[src/rtl/cmd_frame_receiver.sv]
// Validates the 4-byte UDP state-command frame (sync, cmd, seq, xor), strobes accepted
// commands, holds the working mode and drives the ack handshake. Optional: CMD_DUP_FILTER_EN.
module cmd_frame_receiver #(
    parameter logic [7:0]  SYNC_BYTE      = 8'h5A,
    parameter int unsigned TIMEOUT_CYCLES = 50000,
    parameter int unsigned TO_W           = 16
) (
    input  logic       sys_clk,
    input  logic       sys_rst,
    input  logic       rx_en,
    input  logic [7:0] rx_data,
    input  logic       rx_pkt_done,
    output logic [1:0] cmd_out,
    output logic       cmd_valid,
    output logic [7:0] cmd_seq,
    output logic       mode_power,
    output logic       mode_save,
    output logic       mode_fetch,
    output logic       ack_req,
    input  logic       ack_done,
    output logic       frame_err,
    output logic [7:0] err_cnt
);

    typedef enum logic [2:0] {
        IDLE, GOT_SYNC, GOT_CMD, GOT_SEQ, CHECKED, DROP
    } state_t;

    state_t          state_q, state_d;
    logic [7:0]      xor_q, xor_d;
    logic [1:0]      cmd_tmp_q, cmd_tmp_d;
    logic [7:0]      seq_tmp_q, seq_tmp_d;
    logic            ok_q, ok_d;
    logic            bad_q, bad_d;
    logic            silent_q, silent_d;
    logic            armed_q, armed_d;
    logic [TO_W-1:0] to_cnt_q, to_cnt_d;
    logic [1:0]      cmd_out_q, cmd_out_d;
    logic [7:0]      cmd_seq_q, cmd_seq_d;
    logic [2:0]      mode_q, mode_d;
    logic            cmd_valid_q, cmd_valid_d;
    logic            ack_req_q, ack_req_d;
    logic            frame_err_q, frame_err_d;
    logic [7:0]      err_cnt_q, err_cnt_d;
    logic            in_frame_c, good_c, err_c, dup_c;

    always_ff @(posedge sys_clk) begin
        if (sys_rst) begin
            state_q     <= IDLE;
            xor_q       <= '0;
            cmd_tmp_q   <= '0;
            seq_tmp_q   <= '0;
            ok_q        <= 1'b0;
            bad_q       <= 1'b0;
            silent_q    <= 1'b0;
            armed_q     <= 1'b0;
            to_cnt_q    <= '0;
            cmd_out_q   <= '0;
            cmd_seq_q   <= '0;
            mode_q      <= '0;
            cmd_valid_q <= 1'b0;
            ack_req_q   <= 1'b0;
            frame_err_q <= 1'b0;
            err_cnt_q   <= '0;
        end else begin
            state_q     <= state_d;
            xor_q       <= xor_d;
            cmd_tmp_q   <= cmd_tmp_d;
            seq_tmp_q   <= seq_tmp_d;
            ok_q        <= ok_d;
            bad_q       <= bad_d;
            silent_q    <= silent_d;
            armed_q     <= armed_d;
            to_cnt_q    <= to_cnt_d;
            cmd_out_q   <= cmd_out_d;
            cmd_seq_q   <= cmd_seq_d;
            mode_q      <= mode_d;
            cmd_valid_q <= cmd_valid_d;
            ack_req_q   <= ack_req_d;
            frame_err_q <= frame_err_d;
            err_cnt_q   <= err_cnt_d;
        end
    end

    always_comb begin
        state_d     = state_q;
        xor_d       = xor_q;
        cmd_tmp_d   = cmd_tmp_q;
        seq_tmp_d   = seq_tmp_q;
        ok_d        = ok_q;
        bad_d       = bad_q;
        silent_d    = silent_q;
        armed_d     = armed_q;
        to_cnt_d    = '0;
        cmd_out_d   = cmd_out_q;
        cmd_seq_d   = cmd_seq_q;
        mode_d      = mode_q;
        cmd_valid_d = 1'b0;
        ack_req_d   = ack_req_q;
        frame_err_d = 1'b0;
        err_cnt_d   = err_cnt_q;
        good_c      = 1'b0;
        err_c       = 1'b0;
        dup_c       = 1'b0;
        in_frame_c  = (state_q == GOT_SYNC) || (state_q == GOT_CMD) ||
                      (state_q == GOT_SEQ)  || (state_q == CHECKED);

        if (ack_done) ack_req_d = 1'b0;

        // Byte consumption happens before any same-cycle packet-end evaluation
        if (rx_en) begin
            case (state_q)
                IDLE: begin
                    if (rx_data == SYNC_BYTE) begin
                        state_d = GOT_SYNC;
                        xor_d   = rx_data;
                        ok_d    = 1'b0;
                        bad_d   = 1'b0;
                    end else begin
                        state_d = DROP;
                    end
                end
                GOT_SYNC: begin
                    cmd_tmp_d = rx_data[1:0];
                    if (rx_data[7:2] != 6'd0) bad_d = 1'b1;
                    xor_d   = xor_q ^ rx_data;
                    state_d = GOT_CMD;
                end
                GOT_CMD: begin
                    seq_tmp_d = rx_data;
                    xor_d     = xor_q ^ rx_data;
                    state_d   = GOT_SEQ;
                end
                GOT_SEQ: begin
                    ok_d    = (rx_data == xor_q);
                    state_d = CHECKED;
                end
                CHECKED: bad_d = 1'b1;
                default: ;
            endcase
        end else if (in_frame_c) begin
            to_cnt_d = to_cnt_q + TO_W'(1);
        end

        if (rx_pkt_done) begin
            if (state_d == CHECKED && ok_d && !bad_d)
                good_c = 1'b1;
            else if (state_d != IDLE && !(state_d == DROP && silent_d))
                err_c = 1'b1;
            state_d  = IDLE;
            silent_d = 1'b0;
            to_cnt_d = '0;
        end else if (in_frame_c && !rx_en && to_cnt_q == TO_W'(TIMEOUT_CYCLES - 1)) begin
            // Timed-out frame is counted now; its later packet end must stay silent
            err_c    = 1'b1;
            state_d  = DROP;
            silent_d = 1'b1;
            to_cnt_d = '0;
        end

`ifdef CMD_DUP_FILTER_EN
        dup_c = armed_q && (seq_tmp_d == cmd_seq_q);
`endif

        if (good_c) begin
            ack_req_d = 1'b1;
            if (!dup_c) begin
                armed_d     = 1'b1;
                cmd_valid_d = 1'b1;
                cmd_out_d   = cmd_tmp_d;
                cmd_seq_d   = seq_tmp_d;
                case (cmd_tmp_d)
                    2'b01:   mode_d = 3'b001;
                    2'b10:   mode_d = 3'b010;
                    2'b11:   mode_d = 3'b100;
                    default: mode_d = 3'b000;
                endcase
            end
        end

        if (err_c) begin
            frame_err_d = 1'b1;
            if (err_cnt_q != 8'hFF) err_cnt_d = err_cnt_q + 8'd1;
        end
    end

    assign cmd_out    = cmd_out_q;
    assign cmd_valid  = cmd_valid_q;
    assign cmd_seq    = cmd_seq_q;
    assign mode_power = mode_q[0];
    assign mode_save  = mode_q[1];
    assign mode_fetch = mode_q[2];
    assign ack_req    = ack_req_q;
    assign frame_err  = frame_err_q;
    assign err_cnt    = err_cnt_q;

endmodule

[config.mk]
export PLATFORM = sky130hd
export DESIGN_NAME = cmd_frame_receiver
export DESIGN_NICKNAME = d
export VERILOG_FILES = /design/src/rtl/cmd_frame_receiver.sv
export SDC_FILE = /design/constraint.sdc
export NUM_CORES = 1
export LEC_CHECK = 0
export ABC_AREA = 1
export CAP_MARGIN = 20
export CORE_MARGIN = 2
export CORE_UTILIZATION = 40
export CTS_CLUSTER_SIZE = 8
export DETAILED_ROUTE_END_ITERATION = 10
export SYNTH_ARGS = -nofsm -noshare
export SYNTH_HDL_FRONTEND = slang
export SYNTH_SLANG_ARGS = --single-unit
export TNS_END_PERCENT = 10
[constraint.sdc]
create_clock -name sys_clk -period 3.1 [get_ports sys_clk]
set_clock_uncertainty 0.05 [all_clocks]
set_input_delay 0.775 -clock sys_clk [delete_from_list [all_inputs] [get_ports sys_clk]]
set_output_delay 0.775 -clock sys_clk [all_outputs]
set_load 0.01 [all_outputs]
After elaboration in Yosys (flattened, before gate mapping):

Cells that the tools add are included.

* register bits after elaboration: 64
* input port bits: 13
* word-level logic and storage cells: 85
* output and inout bits: 24

* eq/ne operators: 14
* $add $sub $neg: 2
* muxes and demuxes: 28
* reduce and logical (&&, ||, !) cells: 23
* bitwise gates (word level): 2

Operator list (count)
* 8-bit two-way mux: 3
* 16-bit by 1-bit adder with 16-bit output (second input constant): 1
* 16-bit == test (second input constant): 1
* 8-bit one-hot mux with 2 select lines: 1
* 1-bit two-way mux: 15
* 3-bit one-hot mux with 4 select lines: 1
* 3-bit == test (second input constant): 3
* 3-bit two-way mux: 3
* 3-bit one-hot mux with 3 select lines: 1
* 8-bit by 1-bit adder with 8-bit output (second input constant): 1
* 8-bit by 7-bit == test with 1-bit output (second input constant): 1
* 8-bit == test: 1
* 8-bit inequality test (second input constant): 1
* 8-bit bitwise XOR: 1
* 3-bit by 2-bit == test with 1-bit output (second input constant): 2
* 1-bit logical AND: 6
* 6-bit nonzero test: 1
* 5-bit OR reduction: 1
* 2-bit == test (second input constant): 2
* 2-bit two-way mux: 2
* 2-bit nonzero test: 2
* 2-bit OR reduction: 2
* 3-bit by 1-bit == test with 1-bit output (second input constant): 1
* 1-bit zero test: 3
* 11 further kinds: 13

Logic depth before layout (Yosys ltp):

Gate-level depths: netlist (run 1).

* word-level depth: 12
* mapped depth: 15

Worst setup path after synthesis (run 1):

Ideal clock, no wire load.

* kind: in2reg
* from: input rx_data[0]
* to: register err_cnt_q[0], in the netlist err_cnt[0]
* stages on the path: 15
* arrival: 1849 ps
* slack: 1086 ps
* cells stage by stage: inv_1 > nand2_1 > nor2_1 > nand2_1 > nand2_1 > nand2_1 > nand2_1 > nand2_1 > nand3_2 > nand2_1 > nand2_1 > buf_4 > nand3_1 > nand2_1 > nor2_1

* cells in the longest elaborated chain, start to end: 12

Ends and longest elaborated chain
* from (decl): RTL line 11 `input logic [7:0] rx_data,`
* 8-bit by 7-bit == test with 1-bit output: RTL line 114 `if (rx_data == SYNC_BYTE) begin`
* 3-bit two-way mux: RTL line 114
* 3-bit one-hot mux with 4 select lines: RTL line 112 `case (state_q)`
* 3-bit two-way mux: RTL line 111 `if (rx_en) begin`
* 3-bit == test: RTL line 148 `else if (state_d != IDLE && !(state_d == DROP && silent_d))`
* 1-bit logical AND: RTL line 148
* 1-bit zero test: RTL line 148
* 1-bit logical AND: RTL line 148
* 1-bit two-way mux: RTL line 148
* 1-bit two-way mux (*): RTL line 146 `if (state_d == CHECKED && ok_d && !bad_d)`
* 1-bit two-way mux (*): RTL line 145 `if (rx_pkt_done) begin`
* 2-bit AND reduction (no line) (*)
* to (signal assigned): RTL line 81 `err_cnt_q <= err_cnt_d;`
* to (decl): RTL line 44 `logic [7:0] err_cnt_q, err_cnt_d;`

Every way passes the cells marked *; elsewhere a longest branch is shown, timed or not.
A chain may end at the register's enable or synchronous reset.

Worst setup path in the final report (run 1):

* from: input rx_en
* to: register cmd_seq_q[3], in the netlist cmd_seq[3]

* cells in the longest elaborated chain, start to end: 6

Ends and longest elaborated chain
* from (decl): RTL line 10 `input logic rx_en,`
* 3-bit two-way mux: RTL line 111
* 3-bit == test: RTL line 146
* 1-bit logical AND (2 in series): RTL line 146
* 1-bit two-way mux: RTL line 146
* 1-bit two-way mux: RTL line 145
* to (signal assigned): RTL line 76 `cmd_seq_q <= cmd_seq_d;`
* to (decl): RTL line 39 `logic [7:0] cmd_seq_q, cmd_seq_d;`

Parallel ways exist; a longest one is shown, timed or not.

==> results of run 1 <==
cell type report:
class | instances | area, um2 | area share (%)
clock inverters | 5 | 31.3 | 0.848
multi-input cells | 304 | 1490 | 40.3
well taps | 99 | 124 | 3.36
clock buffers | 11 | 151 | 4.10
flip-flops and latches | 64 | 1280 | 34.7
inverters | 49 | 184 | 4.98
repair buffers | 42 | 430 | 11.7
cells in the final DEF (no fill, tap or decap), types with 5 or more instances in the layout:
cell             instances
nor3b_1                  5
nand2_1                110
o21ai_0                  9
nor3_1                   8
clkbuf_8                11
a211oi_2                 6
xor2_1                   7
nand3_1                 27
clkdlybuf4s50_1         36
a211oi_1                18
a21oi_1                 22
nor2_1                  67
inv_1                   45
nand4_1                  5
dfxtp_1                 64
cells by family after synthesis:
logic type	Yosys count	synth area share, %
compound gates	61	13.5
xor+xnor	8	2.32
fa+ha+maj	2	0.829
buf+inv	61	8.25
flops	64	42.5
simple gates	233	32.7
state kept, by name (all words and copies together) (netlist names), 2 cells and up:
register,flops
seq_tmp_q,8
cmd_seq,8
to_cnt_q,16
state_q,3
xor_q,8
err_cnt,8
mode_q,3
cmd_out,2
cmd_tmp_q,2
routing by layer:
layer / routed length, um / GRT usage [%]
met2: 3280 / 30.2
met5: 0 / 0
met4: 70 / 4.92
met3: 273 / 5.34
met1: 3230 / 20.6
where the power goes:
part | switching, mW | internal (mW)
clock network | 0.322 | 0.331
logic | 0.0891 | 0.0525
registers | 0.00957 | 0.836
total | 0.421 | 1.22
final timing paths:
check | endpoint | depth (start not counted)
worst max register to register | to_cnt_q[14]$_SDFF_PP0_ | 11
worst min-delay path | to_cnt_q[0]$_SDFF_PP0_ | 1
worst max-delay path | cmd_seq[3]$_SDFFE_PP0P_ | 13
worst min register to register | to_cnt_q[0]$_SDFF_PP0_ | 1
critical path, cell delays in order:
cell and delay [ps]:
clkdlybuf4s50_1 550, inv_2 190, nor2_2 50, nand2_1 190, nand2_1 100, nor2_1 90
nand2_1 60, inv_1 60, nand3_2 100, nor2_4 200, buf_12 180, nor2_1 60
a211oi_2 160
through the flow:
stage	power, mW	instance area (um2)	utilization [%]	instances	setup WS, ps
after global routing	1.72	3690	50.6	574	385
after floorplan	0.953	3020	-	429	1090
after CTS	1.66	3690	50.6	574	548
after detailed placement	1.01	3510	48.1	558	181
final	1.64	3690	50.6	574	522
after global placement	1.00	3510	48.1	558	221
==> results.json, run 1 <==
{
  "outcome": "completed",
  "grt-ovfl-total": 0,
  "synth_common_cells": "nand2_1, nor2_1, dfxtp_1, inv_1, nand3_1",
  "finalSetupTns_ps": 0,
  "core_area_um2": 7290,
  "cp-end-kind": "flop",
  "final_max_slew_viol_count": 0,
  "first_global_vias": 2629,
  "ir_drop_mv": 0.222,
  "antenna_found_initial": 0,
  "dr.first_iter.drc_count": 102,
  "hold_viol": 0,
  "path_clk_slew_ps": 70,
  "synthDistinctLibCells": 30,
  "path_class": "in -> reg",
  "reg2reg_setup_slack_ps": 1100,
  "routed_via_density": 4.89,
  "drv_cap": 0,
  "period_share_pct": 83.1,
  "wl_per_cell_um": 11.9,
  "worst_skew_pair.late_latency_ps": 340,
  "tightest_slew_ps": 724,
  "synth_flop_cell": "dfxtp_1",
  "worstPathRequired_ps": 3300,
  "wl_mm": 6.86,
  "worstHoldStart": "to_cnt_q[0]$_SDFF_PP0_",
  "start_util_pct": 41.4,
  "htree_levels": 3,
  "yosysMostFrequentCell": "nand2_1",
  "portBuffers": 36,
  "postSynthCellCount": 429,
  "die_area_um2": 8260,
  "synth_seq_cells": 64,
  "hpwl_mm": 4.96,
  "max_slew_margin_pct": 51.6,
  "vias": 2804,
  "ios": 37,
  "track_usage_pct": 17.4,
  "min_period_ps": 2580,
  "dieHeight_um": 90.9,
  "crit_arrival_ps": 2780,
  "rsz0062_at_grt": "no",
  "async_flop_share_pct": 0,
  "gp_congestion": 0.878,
  "synth_enable_flop_cells": 0,
  "hold_ws_ps": 402,
  "nNetsFinal": 485,
  "p_leak_nw": 1.43,
  "die_w_um": 90.9,
  "drive_above_1_share_pct": 8.21,
  "final_antenna_net_count": 0,
  "cts-resized-gates": 0,
  "diodes": 0,
  "startpoint_type": "input pin",
  "setup_viol": 0,
  "hold_buffers": 0,
  "hold_path_class": "reg -> reg",
  "startpoint": "rx_en",
  "yosysSeqAreaShare_pct": 42.5,
  "critPathMaxFanout": 16,
  "ctsLongestPathBuffers": 2,
  "yosysWarnings": 0,
  "postCtsSetupBuffers": 0,
  "synth.top_cells.by_area": "dfxtp_1, nand2_1, nor2_1",
  "syn_area_per_cell_um2": 7.03,
  "cts_tree": "built",
  "area_delta_synth_final_pct": 22.3,
  "fillCellCount": 760,
  "syn_area_um2": 3020,
  "synth_top_area_cell": "dfxtp_1",
  "drc": 0,
  "fmax_mhz": 388,
  "cts.sinks": 64,
  "synth_top_area_share_pct": 42.5,
  "syn_nets": 444,
  "drt_first_pass_iters": 5,
  "rows": 31,
  "power.density_nw_per_um2": 445,
  "root_buffer": "clkbuf_8",
  "r2r_start": "to_cnt_q[0]$_SDFF_PP0_",
  "grt_max_degree": 43,
  "cts_buffers": 9,
  "grt_pass1_wl_mm": 11.6
}
(Power assumes the default switching activity.)
==> run 2, diff against run 1 <==
clock period = 2.51 ns   (was 3.1 ns; I/O delays follow)
==> run 2 against run 1 <==
Flip-flop and latch count unchanged. Utilization increased by 2.2 points. Cell area grew 4.4%. Via count increased by 0.50%. Register-to-register slack worse by 580 ps. Clock power is 34% higher. Hold slack improved by 3.0 ps. Clock-buffer cell count decreased by 2. First-iteration DRC count fell by 7.8%. Global-route usage about the same. Critical path depth rose by 1. Sequential share of layout area down 1.5 points. Critical endpoint is now err_cnt[3]$_SDFFE_PP0P_. Largest cell class unchanged.
==> results.json, run 2 (same netlist as run 1, synthesis figures left out) <==
{
  "outcome": "completed",
  "routed_via_density": 4.74,
  "vias": 2818,
  "ir_drop_mv": 0.342,
  "cp-end-kind": "flop",
  "rows": 31,
  "grt-ovfl-total": 0,
  "wl_mm": 6.63,
  "setup_viol": 0,
  "worstPathRequired_ps": 2730,
  "rsz0062_at_grt": "no",
  "final-seq-area_um2": 1280,
  "htree_levels": 3,
  "cp.depth": 14,
  "hold_path_class": "reg -> reg",
  "drive_above_1_share_pct": 11.9,
  "portBuffers": 36,
  "root_buffer": "clkbuf_8",
  "drc": 0,
  "postCtsSetupBuffers": 0,
  "drv_cap": 0,
  "critPathBufInv": 2,
  "area_delta_synth_final_pct": 27.7,
  "critical_path.most_common_cell": "nand2_1",
  "grt_max_degree": 43,
  "fmax_mhz": 449,
  "dieHeight_um": 90.9,
  "cts.sinks": 64,
  "worst_skew_pair.late_latency_ps": 340,
  "power.density_nw_per_um2": 549,
  "critical_path.max_stage_delay_ps": 550,
  "ctsLongestPathBuffers": 2,
  "largest_reg_flops": 16,
  "ios": 37,
  "cts-resized-gates": 0,
  "nNetsFinal": 505,
  "path_class": "in -> reg",
  "drt_first_pass_iters": 4,
  "start_util_pct": 41.4,
  "max_slew_margin_pct": 68.9,
  "hold_ws_ps": 405,
  "first_global_vias": 2673,
  "path_delay_family": "simple AND/OR/NAND/NOR gates",
  "pre_cts_ws_ps": -63.9,
  "r2r_start": "to_cnt_q[0]$_SDFF_PP0_",
  "top_register": "to_cnt_q",
  "r2r_cells": 11,
  "path_clk_slew_ps": 80,
  "final_area_um2": 3850,
  "hold_viol": 0,
  "gp_congestion": 0.808,
  "final_cell_mix": "nand2_1, nor2_1, dfxtp_1, inv_1, clkdlybuf4s50_1",
  "min_period_ps": 2230,
  "antenna_found_initial": 0,
  "startpoint_type": "input pin",
  "cts_buffers": 9,
  "worstHoldStart": "to_cnt_q[0]$_SDFF_PP0_",
  "wl_per_cell_um": 11.2,
  "grt_busiest_layer": "met2",
  "cts_tree": "built",
  "core_area_um2": 7290,
  "worst_slack_ps": 283,
  "global_route.usage.met3_pct": 3.09,
  "die_area_um2": 8260,
  "cpMaxStageDelayCell": "clkdlybuf4s50_1",
  "track_usage_pct": 17.4,
  "critPathMaxFanout": 6,
  "finalSetupTns_ps": 0,
  "dr.first_iter.drc_count": 94,
  "cp_cell_sequence": "clkdlybuf4s50_1 -> nand2_1 -> nor2_1 -> nand2_1 -> nand2_1 -> nand2_1 -> nand2_1 -> nand2_1 -> nand3_2 -> nand2_1 -> nand2_1 -> buf_4 -> nand3_1 -> a21oi_1",
  "final_common_cell": "nand2_1",
  "hold_buffers": 0,
  "met2_usage_pct": 28.4,
  "die_w_um": 90.9,
  "grt_pass1_wl_mm": 11.8,
  "fillCellCount": 751,
  "startpoint": "rx_data[4]",
  "period_share_pct": 88.7,
  "hpwl_mm": 4.86,
  "final_antenna_net_count": 0,
  "use_met1_pct": 22.7,
  "p_leak_nw": 1.52,
  "diodes": 0,
  "multiInputGateArea_um2": 1490,
  "crit_arrival_ps": 2450,
  "tightest_slew_ps": 466,
  "min_path_cells": 1,
  "final_max_slew_viol_count": 0,
  "power_mw": 2.11,
  "place_area_um2": 3660
}
[run 2: final timing paths]
path                             endpoint  slack (ps)
setup / recovery  err_cnt[3]$_SDFFE_PP0P_         280
hold / removal     to_cnt_q[0]$_SDFF_PP0_         400
setup reg to reg  to_cnt_q[14]$_SDFF_PP0_         520
hold reg to reg    to_cnt_q[0]$_SDFF_PP0_         400
[run 2: report_power, final]
part / internal (mW) / leakage, nW / switching [mW]
Clock: 0.458 / 0.0916 / 0.415
Sequential: 1.03 / 0.517 / 0.0114
Combinational: 0.0843 / 0.910 / 0.114
Total: 1.57 / 1.52 / 0.540
[run 2: per-stage QoR]
step,utilization (%),cells
6_report,52.8,594
5_1_grt,52.8,594
4_1_cts,52.8,594
3_5_place_dp,50.2,578
3_3_place_gp,50.2,578
2_1_floorplan,-,429
[run 2: layout make-up]
| class | count | share of cell area (%) |
|---|---|---|
| tap | 99 | 3.22 |
| timing repair buffer | 62 | 15.1 |
| multi-input combinational | 304 | 38.6 |
| inverter | 49 | 4.77 |
| clock inverter | 7 | 1.85 |
| sequential | 64 | 33.3 |
| clock buffer | 9 | 3.22 |
[run 2: metal layers]
metal	wire [um]	part of all wire, %	vias to the layer above
met2	3070	46	33
met4	70	1.1	0
li1	-	-	1522
met1	3320	50	1257
met3	171	2.6	6
met5	0	0	-
==> run 3, diff against run 2 <==
CORE_UTILIZATION = 45   (was 40)
PLACE_DENSITY_LB_ADDON = 0.08   (was not set)
clock period = 1.9 ns   (was 2.51 ns; I/O delays follow)
==> run 3 against run 2 <==
Wire length up 4.3%. The flow now finishes with violations (design-rule violations). First-iteration DRC count grew 8.5%. Clock power increased by 52%.
==> results.json, run 3 (same netlist as run 1, synthesis figures left out) <==
{
  "vias": 2923,
  "top_register": "to_cnt_q",
  "final_cell_mix": "nand2_1, nor2_1, dfxtp_1, inv_1, buf_4",
  "grt_pass1_wl_mm": 11.8,
  "cp_cell_sequence": "clkdlybuf4s50_1",
  "final_common_cell": "nand2_1",
  "cts_buffers": 9,
  "nNetsFinal": 522,
  "p_leak_nw": 1.65,
  "area_delta_synth_final_pct": 35.0,
  "largest_reg_flops": 16,
  "power.density_nw_per_um2": 735,
  "drt_first_pass_iters": 7,
  "routed_via_density": 4.96,
  "tightest_slew_ps": 341,
  "pre_cts_ws_ps": -555,
  "track_usage_pct": 20.1,
  "period_share_pct": 96.4,
  "hpwl_mm": 5.08,
  "diodes": 0,
  "ctsLongestPathBuffers": 2,
  "root_buffer": "clkbuf_8",
  "drv_cap": 0,
  "portBuffers": 36,
  "core_area_um2": 6420,
  "fmax_mhz": 546,
  "outcome": "finished, violations left",
  "cp-end-kind": "output pin",
  "die_area_um2": 7380,
  "die_w_um": 85.9,
  "path_delay_family": "buffers and inverters",
  "wl_per_cell_um": 11.7,
  "finalSetupTns_ps": 0,
  "cts_tree": "built",
  "worst_skew_pair.late_latency_ps": 340,
  "cts.sinks": 64,
  "power_mw": 3.00,
  "critPathBufInv": 1,
  "crit_arrival_ps": 1310,
  "hold_path_class": "reg -> reg",
  "combPwrFrac_pct": 9.6,
  "placed_cells": 571,
  "cpMaxStageDelayCell": "clkdlybuf4s50_1",
  "antenna_found_initial": 0,
  "path_clk_slew_ps": 70,
  "critPathMaxFanout": 5,
  "rsz0062_at_grt": "yes",
  "start_util_pct": 47.0,
  "critical_path.max_stage_delay_ps": 570,
  "min_period_ps": 1830,
  "first_global_vias": 2715,
  "power_frac_clock_pct": 44.4,
  "htree_levels": 3,
  "ir_drop_mv": 0.495,
  "drc": 4,
  "fin_cells": 589,
  "rows": 29,
  "setup_viol": 0,
  "wl_mm": 6.92,
  "p_int_mw": 2.30,
  "hold_viol": 0,
  "grt-ovfl-total": 0,
  "net-switching-power_mw": 0.697,
  "gp_congestion": 0.880,
  "ios": 37,
  "path_class": "reg -> out",
  "switching_share_pct": 23.3,
  "grt_max_degree": 43,
  "final_max_slew_viol_count": 0,
  "violations": "design-rule violations",
  "startpoint_type": "flop",
  "dieHeight_um": 85.9,
  "dr.first_iter.drc_count": 102,
  "fillCellCount": 580,
  "final_antenna_net_count": 0,
  "power_frac_seq_pct": 46.0,
  "max_slew_margin_pct": 77.0,
  "worstPathRequired_ps": 1370,
  "worst_slack_ps": 68.4,
  "drive_above_1_share_pct": 19.7
}
-- run 3: power by group through the flow --
| stage | registers (mW) | logic (mW) | clock network (mW) |
|---|---|---|---|
| final | 1.38 | 0.286 | 1.33 |
| after global routing | 1.38 | 0.320 | 1.43 |
| after CTS | 1.38 | 0.283 | 1.37 |
| after detailed placement | 1.41 | 0.278 | 0 |
| after global placement | 1.41 | 0.275 | 0 |
| after floorplan | 1.41 | 0.146 | 0 |
-- run 3: metal layers --
metal / GRT usage (%) / wire length (um)
met3: 7.03 / 241
met5: 0 / 0
met4: 5.05 / 48
met1: 23.7 / 3210
met2: 34.7 / 3410
-- run 3: what timing repair did --
action / CTS / global route
hold buffers: 0 / 0
cloned: 1 / 0
buffers inserted: 1 / 0
setup endpoints to repair: 24 / 28
pin swaps: 2 / 6
endpoints found under the hold margin: 0 / 0
resized for setup: 21 / 22
-- run 3: path summary, 6_finish.rpt --
check                                              from                       to  slack, ps  depth (start not counted)
worst max-delay path            err_cnt[0]$_SDFFE_PP0P_               err_cnt[0]         70                          1
worst min-delay path             mode_q[0]$_SDFFE_PP0P_   mode_q[0]$_SDFFE_PP0P_        420                          2
worst max register to register    state_q[2]$_SDFF_PP0_  err_cnt[6]$_SDFFE_PP0P_        150                         14
worst min register to register   mode_q[0]$_SDFFE_PP0P_   mode_q[0]$_SDFFE_PP0P_        420                          2
-- run 3: layout make-up --
type | instances | area [um2] | share of cell area [%]
Inverter | 49 | 184 | 4.51
Timing Repair Buffer | 79 | 719 | 17.7
Sequential cell | 64 | 1290 | 31.6
Multi-Input combinational cell | 304 | 1560 | 38.2
Clock inverter | 5 | 78.8 | 1.93
Clock buffer | 11 | 151 | 3.72
Tap cell | 77 | 96.3 | 2.36
-- run 3: through the flow --
step	hold WS, ps	util [%]	area (um2)
2_1_floorplan	368	-	3020
3_3_place_gp	407	58.5	3750
3_5_place_dp	407	58.5	3750
4_1_cts	418	62.5	4010
5_1_grt	441	63.5	4080
6_report	415	63.5	4080
-- run 3: worst register-to-register path: stages, from the launching register on --
cell	delay, ps
dfxtp_2	420
inv_2	70
nand2_1	80
nand2_1	50
nand2_1	50
nand2_1	70
nor2_1	140
nand2_1	70
inv_1	60
nand3_2	110
nand2_2	110
nand2_4	80
buf_6	130
a21oi_1	110
nor2_1	50
